## src/rtl/wb_commit_arbiter_if.sv

```systemverilog
// Bundle of the two WBU write-back ways, the dual RegFile write ports and the
// status/flush signals that connect to wb_commit_arbiter.
interface wb_commit_if;
  logic        flush_i;

  logic        way0_valid_i;
  logic        way0_rdWriteEnable_i;
  logic [4:0]  way0_rdAddr_i;
  logic [63:0] way0_rdData_i;
  logic [1:0]  way0_pID_i;
  logic        way0_ready_o;

  logic        way1_valid_i;
  logic        way1_rdWriteEnable_i;
  logic [4:0]  way1_rdAddr_i;
  logic [63:0] way1_rdData_i;
  logic [1:0]  way1_pID_i;
  logic        way1_ready_o;

  logic        port0_we_o;
  logic [4:0]  port0_addr_o;
  logic [63:0] port0_data_o;
  logic        port1_we_o;
  logic [4:0]  port1_addr_o;
  logic [63:0] port1_data_o;

  logic [1:0]  expPID_o;
  logic        err_o;

  // Arbiter side
  modport slave (
    input  flush_i,
    input  way0_valid_i, way0_rdWriteEnable_i, way0_rdAddr_i, way0_rdData_i, way0_pID_i,
    output way0_ready_o,
    input  way1_valid_i, way1_rdWriteEnable_i, way1_rdAddr_i, way1_rdData_i, way1_pID_i,
    output way1_ready_o,
    output port0_we_o, port0_addr_o, port0_data_o,
    output port1_we_o, port1_addr_o, port1_data_o,
    output expPID_o, err_o
  );

  // WBU / RegFile side
  modport master (
    output flush_i,
    output way0_valid_i, way0_rdWriteEnable_i, way0_rdAddr_i, way0_rdData_i, way0_pID_i,
    input  way0_ready_o,
    output way1_valid_i, way1_rdWriteEnable_i, way1_rdAddr_i, way1_rdData_i, way1_pID_i,
    input  way1_ready_o,
    input  port0_we_o, port0_addr_o, port0_data_o,
    input  port1_we_o, port1_addr_o, port1_data_o,
    input  expPID_o, err_o
  );
endinterface

```

## src/rtl/wb_commit_arbiter.sv

```systemverilog
// In-order write-back commit arbiter: one buffer entry per WBU way, commits
// up to two results per cycle in pID order 00->01->10->11 onto two registered
// RegFile write ports (port0 = older, port1 = younger).
module wb_commit_arbiter (
  input  logic         clk,
  input  logic         reset,
  wb_commit_if.slave   bus
);

  typedef struct packed {
    logic        valid;
    logic        we;
    logic [4:0]  addr;
    logic [63:0] data;
    logic [1:0]  pid;
  } entry_t;

  entry_t      buf_q [2];
  entry_t      buf_d [2];
  entry_t      in_w  [2];
  logic [1:0]  in_valid;
  logic [1:0]  ready;
  logic [1:0]  accept;
  logic [1:0]  parity_bad;
  logic [1:0]  commit;

  logic [1:0]  e_q, e_d;
  logic        err_q, err_d;
  logic        p0_we_q, p0_we_d, p1_we_q, p1_we_d;
  logic [4:0]  p0_addr_q, p0_addr_d, p1_addr_q, p1_addr_d;
  logic [63:0] p0_data_q, p0_data_d, p1_data_q, p1_data_d;

  entry_t      head, second;
  logic        head_sel;
  logic        head_commit, second_commit, waw;

  assign in_w[0]  = {1'b1, bus.way0_rdWriteEnable_i, bus.way0_rdAddr_i, bus.way0_rdData_i, bus.way0_pID_i};
  assign in_w[1]  = {1'b1, bus.way1_rdWriteEnable_i, bus.way1_rdAddr_i, bus.way1_rdData_i, bus.way1_pID_i};
  assign in_valid = {bus.way1_valid_i, bus.way0_valid_i};

  // Select head (way matching e's parity) and the candidate second commit
  always_comb begin
    head_sel      = e_q[0];
    head          = buf_q[head_sel];
    second        = buf_q[~head_sel];
    head_commit   = head.valid && (head.pid == e_q);
    second_commit = head_commit && second.valid && (second.pid == e_q + 2'd1);
    commit        = 2'b00;
    commit[head_sel]  = head_commit;
    commit[~head_sel] = second_commit;
    // Same-cycle write to the same real register: only the younger one lands
    waw = second_commit && head.we && second.we &&
          (head.addr != 5'd0) && (head.addr == second.addr);
  end

  genvar gi;
  generate
    for (gi = 0; gi < 2; gi++) begin : g_way
      assign ready[gi]      = !buf_q[gi].valid || commit[gi];
      assign accept[gi]     = in_valid[gi] && ready[gi] && !bus.flush_i;
      assign parity_bad[gi] = accept[gi] && (in_w[gi].pid[0] != 1'(gi));
    end
  endgenerate

  assign bus.way0_ready_o = ready[0];
  assign bus.way1_ready_o = ready[1];

  // Next state of buffers, expected pointer, error flag and write ports
  always_comb begin
    for (int w = 0; w < 2; w++) begin
      buf_d[w] = buf_q[w];
      if (bus.flush_i)     buf_d[w].valid = 1'b0;
      else if (accept[w])  buf_d[w] = in_w[w];
      else if (commit[w])  buf_d[w].valid = 1'b0;
    end

    e_d   = bus.flush_i ? 2'd0 : e_q + 2'(head_commit) + 2'(second_commit);
    err_d = bus.flush_i ? 1'b0 : (err_q | (|parity_bad));

    p0_we_d   = 1'b0;
    p0_addr_d = p0_addr_q;
    p0_data_d = p0_data_q;
    p1_we_d   = 1'b0;
    p1_addr_d = p1_addr_q;
    p1_data_d = p1_data_q;
    if (!bus.flush_i && head_commit) begin
      p0_we_d   = head.we && (head.addr != 5'd0) && !waw;
      p0_addr_d = head.addr;
      p0_data_d = head.data;
    end
    if (!bus.flush_i && second_commit) begin
      p1_we_d   = second.we && (second.addr != 5'd0);
      p1_addr_d = second.addr;
      p1_data_d = second.data;
    end
  end

  // State registers; reset drops buffered entries and in-flight port writes
  always_ff @(posedge clk or posedge reset) begin
    if (reset) begin
      for (int w = 0; w < 2; w++) buf_q[w] <= '0;
      e_q       <= 2'd0;
      err_q     <= 1'b0;
      p0_we_q   <= 1'b0;
      p0_addr_q <= 5'd0;
      p0_data_q <= 64'd0;
      p1_we_q   <= 1'b0;
      p1_addr_q <= 5'd0;
      p1_data_q <= 64'd0;
    end else begin
      for (int w = 0; w < 2; w++) buf_q[w] <= buf_d[w];
      e_q       <= e_d;
      err_q     <= err_d;
      p0_we_q   <= p0_we_d;
      p0_addr_q <= p0_addr_d;
      p0_data_q <= p0_data_d;
      p1_we_q   <= p1_we_d;
      p1_addr_q <= p1_addr_d;
      p1_data_q <= p1_data_d;
    end
  end

  assign bus.port0_we_o   = p0_we_q;
  assign bus.port0_addr_o = p0_addr_q;
  assign bus.port0_data_o = p0_data_q;
  assign bus.port1_we_o   = p1_we_q;
  assign bus.port1_addr_o = p1_addr_q;
  assign bus.port1_data_o = p1_data_q;
  assign bus.expPID_o     = e_q;
  assign bus.err_o        = err_q;

endmodule

```

## src/flat_wrapper.sv

```systemverilog
// flat-port wrapper written by rule: the top's interface ports become plain ports
module wb_commit_arbiter_flat 
  (clk, reset, bus_flush_i, bus_way0_valid_i, bus_way0_rdWriteEnable_i, bus_way0_rdAddr_i, bus_way0_rdData_i, bus_way0_pID_i, bus_way0_ready_o, bus_way1_valid_i, bus_way1_rdWriteEnable_i, bus_way1_rdAddr_i, bus_way1_rdData_i, bus_way1_pID_i, bus_way1_ready_o, bus_port0_we_o, bus_port0_addr_o, bus_port0_data_o, bus_port1_we_o, bus_port1_addr_o, bus_port1_data_o, bus_expPID_o, bus_err_o);
  wb_commit_if bus_i ();
  input  logic clk;
  input  logic reset;
  input wire logic [$bits(bus_i.flush_i)-1:0] bus_flush_i;
  input wire logic [$bits(bus_i.way0_valid_i)-1:0] bus_way0_valid_i;
  input wire logic [$bits(bus_i.way0_rdWriteEnable_i)-1:0] bus_way0_rdWriteEnable_i;
  input wire logic [$bits(bus_i.way0_rdAddr_i)-1:0] bus_way0_rdAddr_i;
  input wire logic [$bits(bus_i.way0_rdData_i)-1:0] bus_way0_rdData_i;
  input wire logic [$bits(bus_i.way0_pID_i)-1:0] bus_way0_pID_i;
  output wire logic [$bits(bus_i.way0_ready_o)-1:0] bus_way0_ready_o;
  input wire logic [$bits(bus_i.way1_valid_i)-1:0] bus_way1_valid_i;
  input wire logic [$bits(bus_i.way1_rdWriteEnable_i)-1:0] bus_way1_rdWriteEnable_i;
  input wire logic [$bits(bus_i.way1_rdAddr_i)-1:0] bus_way1_rdAddr_i;
  input wire logic [$bits(bus_i.way1_rdData_i)-1:0] bus_way1_rdData_i;
  input wire logic [$bits(bus_i.way1_pID_i)-1:0] bus_way1_pID_i;
  output wire logic [$bits(bus_i.way1_ready_o)-1:0] bus_way1_ready_o;
  output wire logic [$bits(bus_i.port0_we_o)-1:0] bus_port0_we_o;
  output wire logic [$bits(bus_i.port0_addr_o)-1:0] bus_port0_addr_o;
  output wire logic [$bits(bus_i.port0_data_o)-1:0] bus_port0_data_o;
  output wire logic [$bits(bus_i.port1_we_o)-1:0] bus_port1_we_o;
  output wire logic [$bits(bus_i.port1_addr_o)-1:0] bus_port1_addr_o;
  output wire logic [$bits(bus_i.port1_data_o)-1:0] bus_port1_data_o;
  output wire logic [$bits(bus_i.expPID_o)-1:0] bus_expPID_o;
  output wire logic [$bits(bus_i.err_o)-1:0] bus_err_o;
  assign bus_i.flush_i = bus_flush_i;
  assign bus_i.way0_valid_i = bus_way0_valid_i;
  assign bus_i.way0_rdWriteEnable_i = bus_way0_rdWriteEnable_i;
  assign bus_i.way0_rdAddr_i = bus_way0_rdAddr_i;
  assign bus_i.way0_rdData_i = bus_way0_rdData_i;
  assign bus_i.way0_pID_i = bus_way0_pID_i;
  assign bus_way0_ready_o = bus_i.way0_ready_o;
  assign bus_i.way1_valid_i = bus_way1_valid_i;
  assign bus_i.way1_rdWriteEnable_i = bus_way1_rdWriteEnable_i;
  assign bus_i.way1_rdAddr_i = bus_way1_rdAddr_i;
  assign bus_i.way1_rdData_i = bus_way1_rdData_i;
  assign bus_i.way1_pID_i = bus_way1_pID_i;
  assign bus_way1_ready_o = bus_i.way1_ready_o;
  assign bus_port0_we_o = bus_i.port0_we_o;
  assign bus_port0_addr_o = bus_i.port0_addr_o;
  assign bus_port0_data_o = bus_i.port0_data_o;
  assign bus_port1_we_o = bus_i.port1_we_o;
  assign bus_port1_addr_o = bus_i.port1_addr_o;
  assign bus_port1_data_o = bus_i.port1_data_o;
  assign bus_expPID_o = bus_i.expPID_o;
  assign bus_err_o = bus_i.err_o;
  wb_commit_arbiter u_core (.clk(clk), .reset(reset), .bus(bus_i));
endmodule
```

## config.mk

```make
export PLATFORM = sky130hd
export DESIGN_NAME = wb_commit_arbiter_flat
export DESIGN_NICKNAME = d
export VERILOG_FILES = /design/src/rtl/wb_commit_arbiter_if.sv /design/src/rtl/wb_commit_arbiter.sv /design/src/flat_wrapper.sv
export SDC_FILE = /design/constraint.sdc
export NUM_CORES = 1
export LEC_CHECK = 0
export ABC_CLOCK_PERIOD_IN_PS = 14400
export BUFFER_PORTS_ARGS = -buffer_cell sky130_fd_sc_hd__buf_2
export CAP_MARGIN = 20
export CORE_UTILIZATION = 50
export CTS_CLUSTER_DIAMETER = 40
export DETAILED_ROUTE_END_ITERATION = 12
export PLACE_DENSITY_LB_ADDON = 0.12
export SLEW_MARGIN = 20
export SYNTH_ARGS = -nofsm -noshare
export SYNTH_HDL_FRONTEND = slang
export SYNTH_SLANG_ARGS = --single-unit
```

## constraint.sdc

```tcl
create_clock -name clk -period 14.4 [get_ports clk]
set_input_delay 2.16 -clock clk [delete_from_list [all_inputs] [get_ports clk]]
set_output_delay 2.16 -clock clk [all_outputs]
set_load 0.005 [all_outputs]
```

==> results of run 1 <==
[area by class of cell]
| class | count | area share |
|---|---|---|
| tap | 324 | 0.02553 |
| antenna | 10 | 0.001576 |
| sequential | 289 | 0.4557 |
| clock inverter | 21 | 0.01371 |
| multi-input combinational | 473 | 0.3271 |
| clock buffer | 55 | 0.07707 |
| inverter | 4 | 0.001419 |
| timing repair buffer | 303 | 0.09788 |
[metal layers]
layer | vias to the layer above | part of all wire | track usage
met5 | - | 0.0012 | 0
met4 | 4 | 0.028 | 0.07890
met3 | 66 | 0.078 | 0.06985
met2 | 248 | 0.46 | 0.3476
met1 | 3965 | 0.43 | 0.2880
li1 | 3563 | - | -
[worst max-delay path, delay by kind of cell, from the launching register on]
kind / cells / cell delay (ns)
flops: 1 / 0.74
simple gates: 1 / 0.15
compound gates: 2 / 0.69
buf+inv: 2 / 0.85
[cells by family after synthesis]
family	share of synthesized area
muxes	0.3758
DFF	0.5695
buffers and inverters	0.02217
and+or+nand+nor	0.009066
AOI/OAI and AO/OA	0.01508
xor gates and xnor gates	0.006799
adders and majority gates	0.001577
[through the flow]
| stage | hold slack, ns | util | std cells | total power, mW | instance area [um2] |
|---|---|---|---|---|---|
| finish | 0.4795 | 0.6453 | 1479 | 3.126 | 15880 |
| global route | 0.5052 | 0.6449 | 1475 | 3.305 | 15870 |
| CTS | 0.4819 | 0.6442 | 1469 | 3.167 | 15850 |
| detailed placement | 0.4707 | 0.5857 | 1393 | 2.117 | 14410 |
| global placement | 0.4641 | 0.5857 | 1393 | 2.092 | 14410 |
| floorplan | 0.4710 | - | 815 | 1.806 | 12700 |
[synth_stat cells (all sizes together)]
library cell and number:
dfrtp 289, nor2b 5, buf 33, mux2i 2, a21oi 3, mux2 422
a2111o 1, a311oi 1, xnor2 6, a21boi 1, a211oi 2, or4 2
nand3 1, a31oi 1, a221o 1, o21ai 4, a32oi 1, a2111oi 2
and2 1, a21o 1, or2 1, nor2 3, o211ai 1, nand4 1
xor2 3, or3 1, clkbuf 16, fa 1, nor3 3, inv 4
nand2 2
[where the power goes]
group,total [mW],switching [mW],internal (mW),leakage [nW]
sequential,1.29,0.186,1.10,3.57
combinational,0.809,0.299,0.509,3.19
clock,1.03,0.372,0.656,0.707
[worst paths after layout]
check | start | to | slack [ns]
worst min register to register | u_core.bus.port1_data_o[51] | u_core.bus.port1_data_o[51] | 0.48
worst max register to register | u_core.bus.expPID_o[0] | u_core.buf_q[16] | 10.38
worst max-delay path | u_core.bus.expPID_o[0] | bus_way1_ready_o | 9.26
min in group asynchronous | reset | u_core.bus.port0_data_o[27] | 1.83
worst min-delay path | u_core.bus.port1_data_o[51] | u_core.bus.port1_data_o[51] | 0.48
max in group asynchronous | reset | u_core.bus.expPID_o[0] | 11.10
[state kept, by name, indices dropped and copies added, names as in the netlist]
signal and flops:
u_core.buf_q 146, u_core.bus.err_o 1, u_core.bus.expPID_o 2, u_core.bus.port0_addr_o 5, u_core.bus.port0_data_o 64, u_core.bus.port0_we_o 1
u_core.bus.port1_addr_o 5, u_core.bus.port1_data_o 64, u_core.bus.port1_we_o 1
==> run summary, run 1 <==
* **post-synthesis to final-layout area growth** 25.03%
* **per-cell routed wire length** 18.98 um
* **largest clock skew in the final design** 0.01162 ns
* **number of violations of the max-capacitance limit** 0
* **Hold/Removal Path Class** reg -> reg
* **clock latency of the later-clocked register in the worst-skew pair** 0.52 ns
* **via count of the first global-routing pass** 8,233
* **Data required, critical path** 12.24 ns
* **worst-case clock buffer depth** 3
* **final setup violation count** 0
* **highest ir drop seen on vdd** 0.1402 mV
* **highest-delay cell along the critical path** dfrtp_4
* **static leakage** 7.470 nW
* **Max transition margin** 0.3783
* **Top-Level Pins** 294
* **die span in x** 161.4 um
* **worst setup path category** reg -> out
* **final period utilization** 0.3567
* **wire length after detailed routing** 28.07 mm
* **fill cell total of the finished layout** 1,896
* **Post CTS Setup Buffer Count** 0
* **endpoint class of the critical path** primary output
* **via/cell ratio** 5.305
* **Multi-input gate area** 5192 um2
* **fraction of post-synthesis cell area in the top cell type by area** 0.5695
* **number of iterations in the first detailed-routing pass** 4
* **Setup WS post-layout** 9.264 ns
* **category of the worst setup path launch point** register
* **Avg Inst Size Synth** 15.58 um2
* **depth of the most critical reg-to-reg path** 6
* **sequential standard cell area** 7236 um2
* **number of clock sinks seen by CTS** 289
* **PortBufs** 293
* **fraction of final layout cells with drive strength greater than 1** 0.6943
* **gr ovfl total** 0
* **quantity of hold-fixing buffers added after cts** 0
* **Synth Cell Area** 12,700 um2
* **post-cts gate resize count** 0
* **CTS tree** yes
* **largest net degree at the start of global routing** 159
* **share of synthesized area occupied by flip-flops and latches** 0.5695
* **core box area** 24,600 um2
* **gate count of the mapped netlist** 815
* **number of antenna violations at the first check in global routing** 10
* **overall via count from detail_route** 7,846
* **Slew @ Worst Pin** 0.9325 ns
* **distinct cell type count of the synthesized netlist** 36
* **cell count of the worst hold path** 1
* **clk slew on worst S/H paths** 0.06 ns
* **number of synthesized register bits** 289
* **cell at the root of the clock tree** clkbuf_16
* **weighted congestion reported at the end of routability-driven placement** 0.7698
* **Die Span Y** 161.4 um
* **final-report max-slew violation count** 0
* **top post-synthesis cells by area** dfrtp_1, mux2_2, mux2_1
* **f_max** 194.7 MHz
* **CTS H-tree depth** 2
* **DRT antenna net count** 0
* **final hold violations** 0
* **Placement Setup Slack** 9.780 ns
* **final routed DRC violation total** 0
* **Iter 0 DRT Violations** 451
* **number of buffers created by CTS** 42
* **Starting Density** 0.5161
* **total half-perimeter wirelength after legalization and detailed placement** 17.68 mm
* **most common cell after layout, fill and taps aside** mux2_2
* **post-synthesis net count** 965
* **delay of the slowest cell on the worst path** 0.74 ns
* **CP arrival** 2.98 ns
* **post-synth top area cell** dfrtp_1
* **setup total negative slack** 0 ns
* **Total Die Area** 26,040 um2
* **post-layout minimum cycle time** 5.136 ns
* **worst-path fanout max** 54
* **pwr dens** 196.9 nW/um2
* **leading cell types in the layout, fill and taps excluded** mux2_2, buf_2, dfrtp_1
* **standard-cell row count** 57
* **unrepaired setup endpoints after global routing** false
* **cells traversed along the worst timing path** buf_4 -> nor2_1 -> a32oi_4 -> o21ai_0 -> buf_2
* **result of the run** completed
* **total number of nets in the final design** 1,263
* **GRT Total Usage** 0.2209
* **Ys Warns** 0
* **global-route wire length before repair** 45.04 mm
Power figures use the tool's default switching activity.
==> inputs of run 2 (changes only) <==
ABC_CLOCK_PERIOD_IN_PS = 5200   (was 14400)
clock period = 5.2 ns   (was 14.4 ns; I/O delays follow)
==> run summary, run 2 (same netlist as run 1, synthesis figures left out) <==
* **result of the run** completed
* **utilization after layout** 0.6473, +0.002085
* **fraction of final layout cells with drive strength greater than 1** 0.6928, -0.001478
* **largest clock skew in the final design** 0.01064 ns, -0.0009798 ns
* **capture point of the worst reg-to-reg path** u_core.bus.port0_data_o[48]
* **PortBufs** 293, unchanged
* **final hold violations** 0, unchanged
* **Max transition margin** 0.4231, +0.04480
* **post-layout minimum cycle time** 3.392 ns
* **CTS tree** yes
* **clk slew on worst S/H paths** 0.05 ns, about the same
* **number of buffers created by CTS** 41, -2.4%
* **pwr dens** 548.2 nW/um2, +180%
* **total half-perimeter wirelength after legalization and detailed placement** 18.14 mm, +2.6%
* **number of clock sinks seen by CTS** 289, unchanged
* **CP arrival** 2.61 ns, -0.37 ns
* **highest ir drop seen on vdd** 0.3289 mV, +130%
* **per-cell routed wire length** 19.30 um, +1.7%
* **final routed DRC violation total** 0, unchanged
* **CTS H-tree depth** 2, unchanged
* **core box area** 24,600 um2, unchanged
* **cell at the root of the clock tree** clkbuf_16
* **sequential standard cell area** 7236 um2, unchanged
* **static leakage** 7.497 nW, +0.36%
* **GRT Total Usage** 0.2234, +0.002536
* **gr ovfl total** 0, unchanged
* **Multi-input gate area** 5192 um2, unchanged
* **Die Span Y** 161.4 um, unchanged
* **depth of the most critical reg-to-reg path** 5, -1
* **worst setup path category** reg -> out
* **worst-case register-to-register setup slack** 2.13 ns, -8.25 ns
* **Hold/Removal Path Class** in -> async
* **setup total negative slack** 0 ns, unchanged
* **leading cell types in the layout, fill and taps excluded** mux2_2, buf_2, dfrtp_1
* **Data required, critical path** 4.42 ns, -7.82 ns
* **overall via count from detail_route** 7,704, -1.8%
* **die span in x** 161.4 um, unchanged
* **largest net degree at the start of global routing** 152, -4.4%
* **clock latency of the later-clocked register in the worst-skew pair** 0.52 ns, about the same
* **number of violations of the max-capacitance limit** 0, unchanged
* **endpoint class of the critical path** primary output
* **total number of nets in the final design** 1,265, +0.16%
* **reg-to-reg startpoint** u_core.bus.expPID_o[0]
* **wire length after detailed routing** 28.45 mm, +1.4%
* **category of the worst setup path launch point** register
* **Top-Level Pins** 294, unchanged
* **post-synthesis to final-layout area growth** 25.43%
* **unrepaired setup endpoints after global routing** false
* **startpoint of the most critical setup path** u_core.bus.expPID_o[0]
* **via count of the first global-routing pass** 8,376, +1.7%
* **f_max** 294.8 MHz
* **final setup violation count** 0, unchanged
* **fill cell total of the finished layout** 1,865, -1.6%
* **quantity of hold-fixing buffers added after cts** 0, unchanged
* **Post CTS Setup Buffer Count** 0, unchanged
* **Slew @ Worst Pin** 0.8653 ns, -0.06719 ns
* **Iter 0 DRT Violations** 354, -22%
* **via/cell ratio** 5.227, -1.5%
* **flip-flop count of the largest register after layout** 146, unchanged
* **Starting Density** 0.5161, unchanged
* **number of antenna violations at the first check in global routing** 7, -3
* **final period utilization** 0.6524
* **final-report max-slew violation count** 0, unchanged
* **DRT antenna net count** 0, unchanged
* **most common cell after layout, fill and taps aside** mux2_2
* **number of iterations in the first detailed-routing pass** 7, +3
* **worst-case clock buffer depth** 3, unchanged
* **post-cts gate resize count** 0, unchanged
* **weighted congestion reported at the end of routability-driven placement** 0.7615, -1.1%
* **global-route wire length before repair** 45.24 mm, +0.43%
* **worst-path fanout max** 60, +11%
* **largest register by flop count** u_core.buf_q
* **standard-cell row count** 57, unchanged
* **Total Die Area** 26,040 um2, unchanged
run 2: cell types whose count changed in the layout (fill, tap and decap cells not counted), sizes merged:
cell    before  now
inv          8    4
clkbuf      55   57
clkinv      11    8
buf        303  306
diode       10    4
bufinv       3    6
run 2: final cells by class:
type / instances / area share
clock inverters: 17 / 0.01673
flip-flops and latches: 289 / 0.4543
diodes: 4 / 0.0006284
multi-input cells: 473 / 0.3260
inverters: 4 / 0.001178
well taps: 324 / 0.02545
repair buffers: 306 / 0.1005
clock buffers: 57 / 0.07518
run 2: layer usage:
metal | track usage | part of all wire | vias up
met4 | 0.07247 | 0.023 | 4
met3 | 0.06292 | 0.069 | 50
met1 | 0.2740 | 0.42 | 3881
met5 | 0 | 0.00081 | -
li1 | - | - | 3560
met2 | 0.3805 | 0.49 | 209
run 2: power by group:
group | internal [mW] | switching (mW)
clock | 1.91 | 0.998
sequential | 3.06 | 0.533
combinational | 1.41 | 0.823
run 2: metrics by stage:
stage	instance area (um2)	power [mW]	cells	hold slack, ns	setup slack, ns
finish	15930	8.732	1474	0.4771	1.808
global placement	14450	5.800	1396	0.4640	2.211
floorplan	12700	5.003	815	0.4710	0.5868
global route	15920	9.214	1472	0.4714	1.659
detailed placement	14450	5.873	1396	0.4692	2.150
CTS	15920	8.843	1470	0.4591	1.779
run 2: how the worst max path moves through the flow:
stage                                       end  slack (ns)  cells after the start
floorplan                       u_core.buf_q[0]        0.59                      1
global placement    u_core.bus.port0_data_o[47]        2.21                      5
detailed placement             u_core.buf_q[26]        2.15                      5
CTS                            bus_way0_ready_o        1.78                      4
global route                   bus_way0_ready_o        1.66                      4
finish                         bus_way0_ready_o        1.81                      4
run 2: worst max-delay path: stages, from the launching register on:
cell and delay, ns:
dfrtp_4 0.95, buf_4 0.56, a21boi_0 0.22, o21ai_0 0.12
buf_2 0.18
==> inputs of run 3 (changes only) <==
ABC_CLOCK_PERIOD_IN_PS = 3100   (was 5200)
CORE_UTILIZATION = 49   (was 50)
clock period = 3.1 ns   (was 5.2 ns; I/O delays follow)
==> run summary, run 3 (same netlist as run 1, synthesis figures left out) <==
* **per-cell routed wire length** 19.19 um, -0.55%
* **Post CTS Setup Buffer Count** 0, unchanged
* **internal power summed over all cells** 10.83 mW, +70%
* **final-report max-slew violation count** 0, unchanged
* **quantity of hold-fixing buffers added after cts** 0, unchanged
* **worst-path fanout max** 31, -48%
* **final routed DRC violation total** 0, unchanged
* **PortBufs** 293, unchanged
* **wire length after detailed routing** 28.54 mm, +0.33%
* **depth of the most critical reg-to-reg path** 5, unchanged
* **largest clock skew in the final design** 0.01662 ns, +0.005979 ns
* **Finished Layout Cells** 1,487, +0.88%
* **number of violations of the max-capacitance limit** 0, unchanged
* **switching power of the nets** 3.994 mW, +70%
* **final period utilization** 0.8700
* **Die Span Y** 163.0 um, +1.0%
* **highest ir drop seen on vdd** 0.6150 mV, +87%
* **overall via count from detail_route** 7,793, +1.2%
* **post-synthesis to final-layout area growth** 26.89%
* **worst-case register-to-register setup slack** 0.60 ns, -1.53 ns
* **core box area** 25,330 um2, +2.9%
* **leading cell types in the layout, fill and taps excluded** mux2_2, buf_2, dfrtp_1
* **utilization after layout** 0.6362, -0.01114
* **post-layout minimum cycle time** 2.697 ns
* **worst setup path category** reg -> out
* **Hold/Removal Path Class** in -> async
* **share of total power consumed by net switching** 0.2694, about the same
* **number of antenna violations at the first check in global routing** 8, +1
* **number of buffers created by CTS** 42, +2.4%
* **largest register by flop count** u_core.buf_q
* **static leakage** 7.576 nW, +1.1%
* **portion of total power attributed to combinational logic** 0.257, about the same
* **flip-flop count of the largest register after layout** 146, unchanged
* **pwr dens** 920.3 nW/um2, +68%
* **Data required, critical path** 2.63 ns, -1.79 ns
* **clk slew on worst S/H paths** 0.05 ns, about the same
* **die span in x** 163.0 um, +1.0%
* **via/cell ratio** 5.241, +0.27%
* **GRT Total Usage** 0.2174, -0.005986
* **CTS tree** yes
* **via count of the first global-routing pass** 8,170, -2.5%
* **global-route wire length before repair** 45.17 mm, -0.15%
* **Max transition margin** 0.2928, -0.1304
* **Top-Level Pins** 294, unchanged
* **sequential fraction of design power** 0.403, -0.008
* **DRT antenna net count** 0, unchanged
* **reg-to-reg startpoint** u_core.bus.expPID_o[0]
* **largest net degree at the start of global routing** 77, -49%
* **category of the worst setup path launch point** register
* **gr ovfl total** 0, unchanged
* **Starting Density** 0.5014, -0.01471
* **capture point of the worst reg-to-reg path** u_core.bus.port1_data_o[13]
* **weighted congestion reported at the end of routability-driven placement** 0.7798, +2.4%
* **most common cell after layout, fill and taps aside** mux2_2
* **unrepaired setup endpoints after global routing** false
* **fill cell total of the finished layout** 1,954, +4.8%
* **clock latency of the later-clocked register in the worst-skew pair** 0.51 ns, about the same
* **standard-cell row count** 58, +1.8%
* **total number of nets in the final design** 1,273, +0.63%
* **f_max** 370.8 MHz
* **setup total negative slack** 0 ns, unchanged
* **CTS H-tree depth** 2, unchanged
* **total half-perimeter wirelength after legalization and detailed placement** 18.62 mm, +2.7%
* **number of clock sinks seen by CTS** 289, unchanged
* **post-cts gate resize count** 0, unchanged
* **result of the run** completed
* **cell at the root of the clock tree** clkbuf_16
* **final setup violation count** 0, unchanged
* **worst-case clock buffer depth** 3, unchanged
* **Slew @ Worst Pin** 1.061 ns, +0.1956 ns
* **Post-Place Cells** 1,409, +0.93%
* **number of iterations in the first detailed-routing pass** 4, -3
* **fraction of final layout cells with drive strength greater than 1** 0.6973, +0.004467
* **Total Die Area** 26,560 um2, +2.0%
* **endpoint class of the critical path** primary output
* **worst hold-check slack** 0.09591 ns, -0.3812 ns
* **Iter 0 DRT Violations** 349, -1.4%
* **relative contribution of the clock network to total power** 0.340, +0.007
* **CP arrival** 2.23 ns, -0.38 ns
* **final hold violations** 0, unchanged
-- run 3: area by class of cell --
cell class	count	area, um2	area share
Timing Repair Buffer	313	1729	0.1073
Clock buffer	55	1234	0.07656
Multi-Input combinational cell	473	5192	0.3223
Inverter	4	18.77	0.001165
Clock inverter	19	280.3	0.01739
Sequential cell	289	7236	0.4491
Antenna cell	4	10.01	0.0006212
Tap cell	330	412.9	0.02563
-- run 3: power groups by stage --
stage	clock network, mW	registers, mW	logic [mW]
after CTS	5.15	5.98	3.87
final	5.04	5.98	3.81
after global placement	0	5.98	3.79
after floorplan	0	5.90	2.50
after detailed placement	0	6.02	3.85
after global routing	5.29	6.18	4.17
-- run 3: how the worst max path moves through the flow --
| stage | start | endpoint | slack, ns | cells after the start |
|---|---|---|---|---|
| after floorplan | reset | u_core.buf_q[0] | -1.20 | 1 |
| after global placement | u_core.bus.expPID_o[0] | u_core.bus.port1_addr_o[3] | 0.64 | 5 |
| after detailed placement | u_core.bus.expPID_o[0] | u_core.bus.port1_addr_o[2] | 0.60 | 5 |
| after CTS | u_core.bus.expPID_o[0] | bus_way1_ready_o | 0.36 | 4 |
| after global routing | u_core.bus.expPID_o[0] | bus_way1_ready_o | 0.25 | 4 |
| final | u_core.bus.expPID_o[0] | bus_way1_ready_o | 0.40 | 4 |
-- run 3: worst max-delay path, cell delays in order (launching register included) --
cell     delay (ns)
dfrtp_4        0.60
buf_4          0.45
a31oi_1        0.07
o21ai_0        0.38
buf_2          0.21
-- run 3: metal layers --
layer	GRT usage	wire length (um)	up-vias
met5	0	46	-
met4	0.06712	607	6
met3	0.06112	1930	49
met2	0.3495	13480	215
met1	0.2851	12480	3945
li1	-	-	3578
-- run 3: stage by stage --
step                      setup slack [ns]  power, mW  cell area, um2
final                               0.4031      14.83           16110
after global routing                0.2486      15.63           16110
after CTS                           0.3623      15.01           16100
after detailed placement            0.6041      9.875           14590
after global placement              0.6354      9.767           14590
after floorplan                     -1.198      8.393           12700
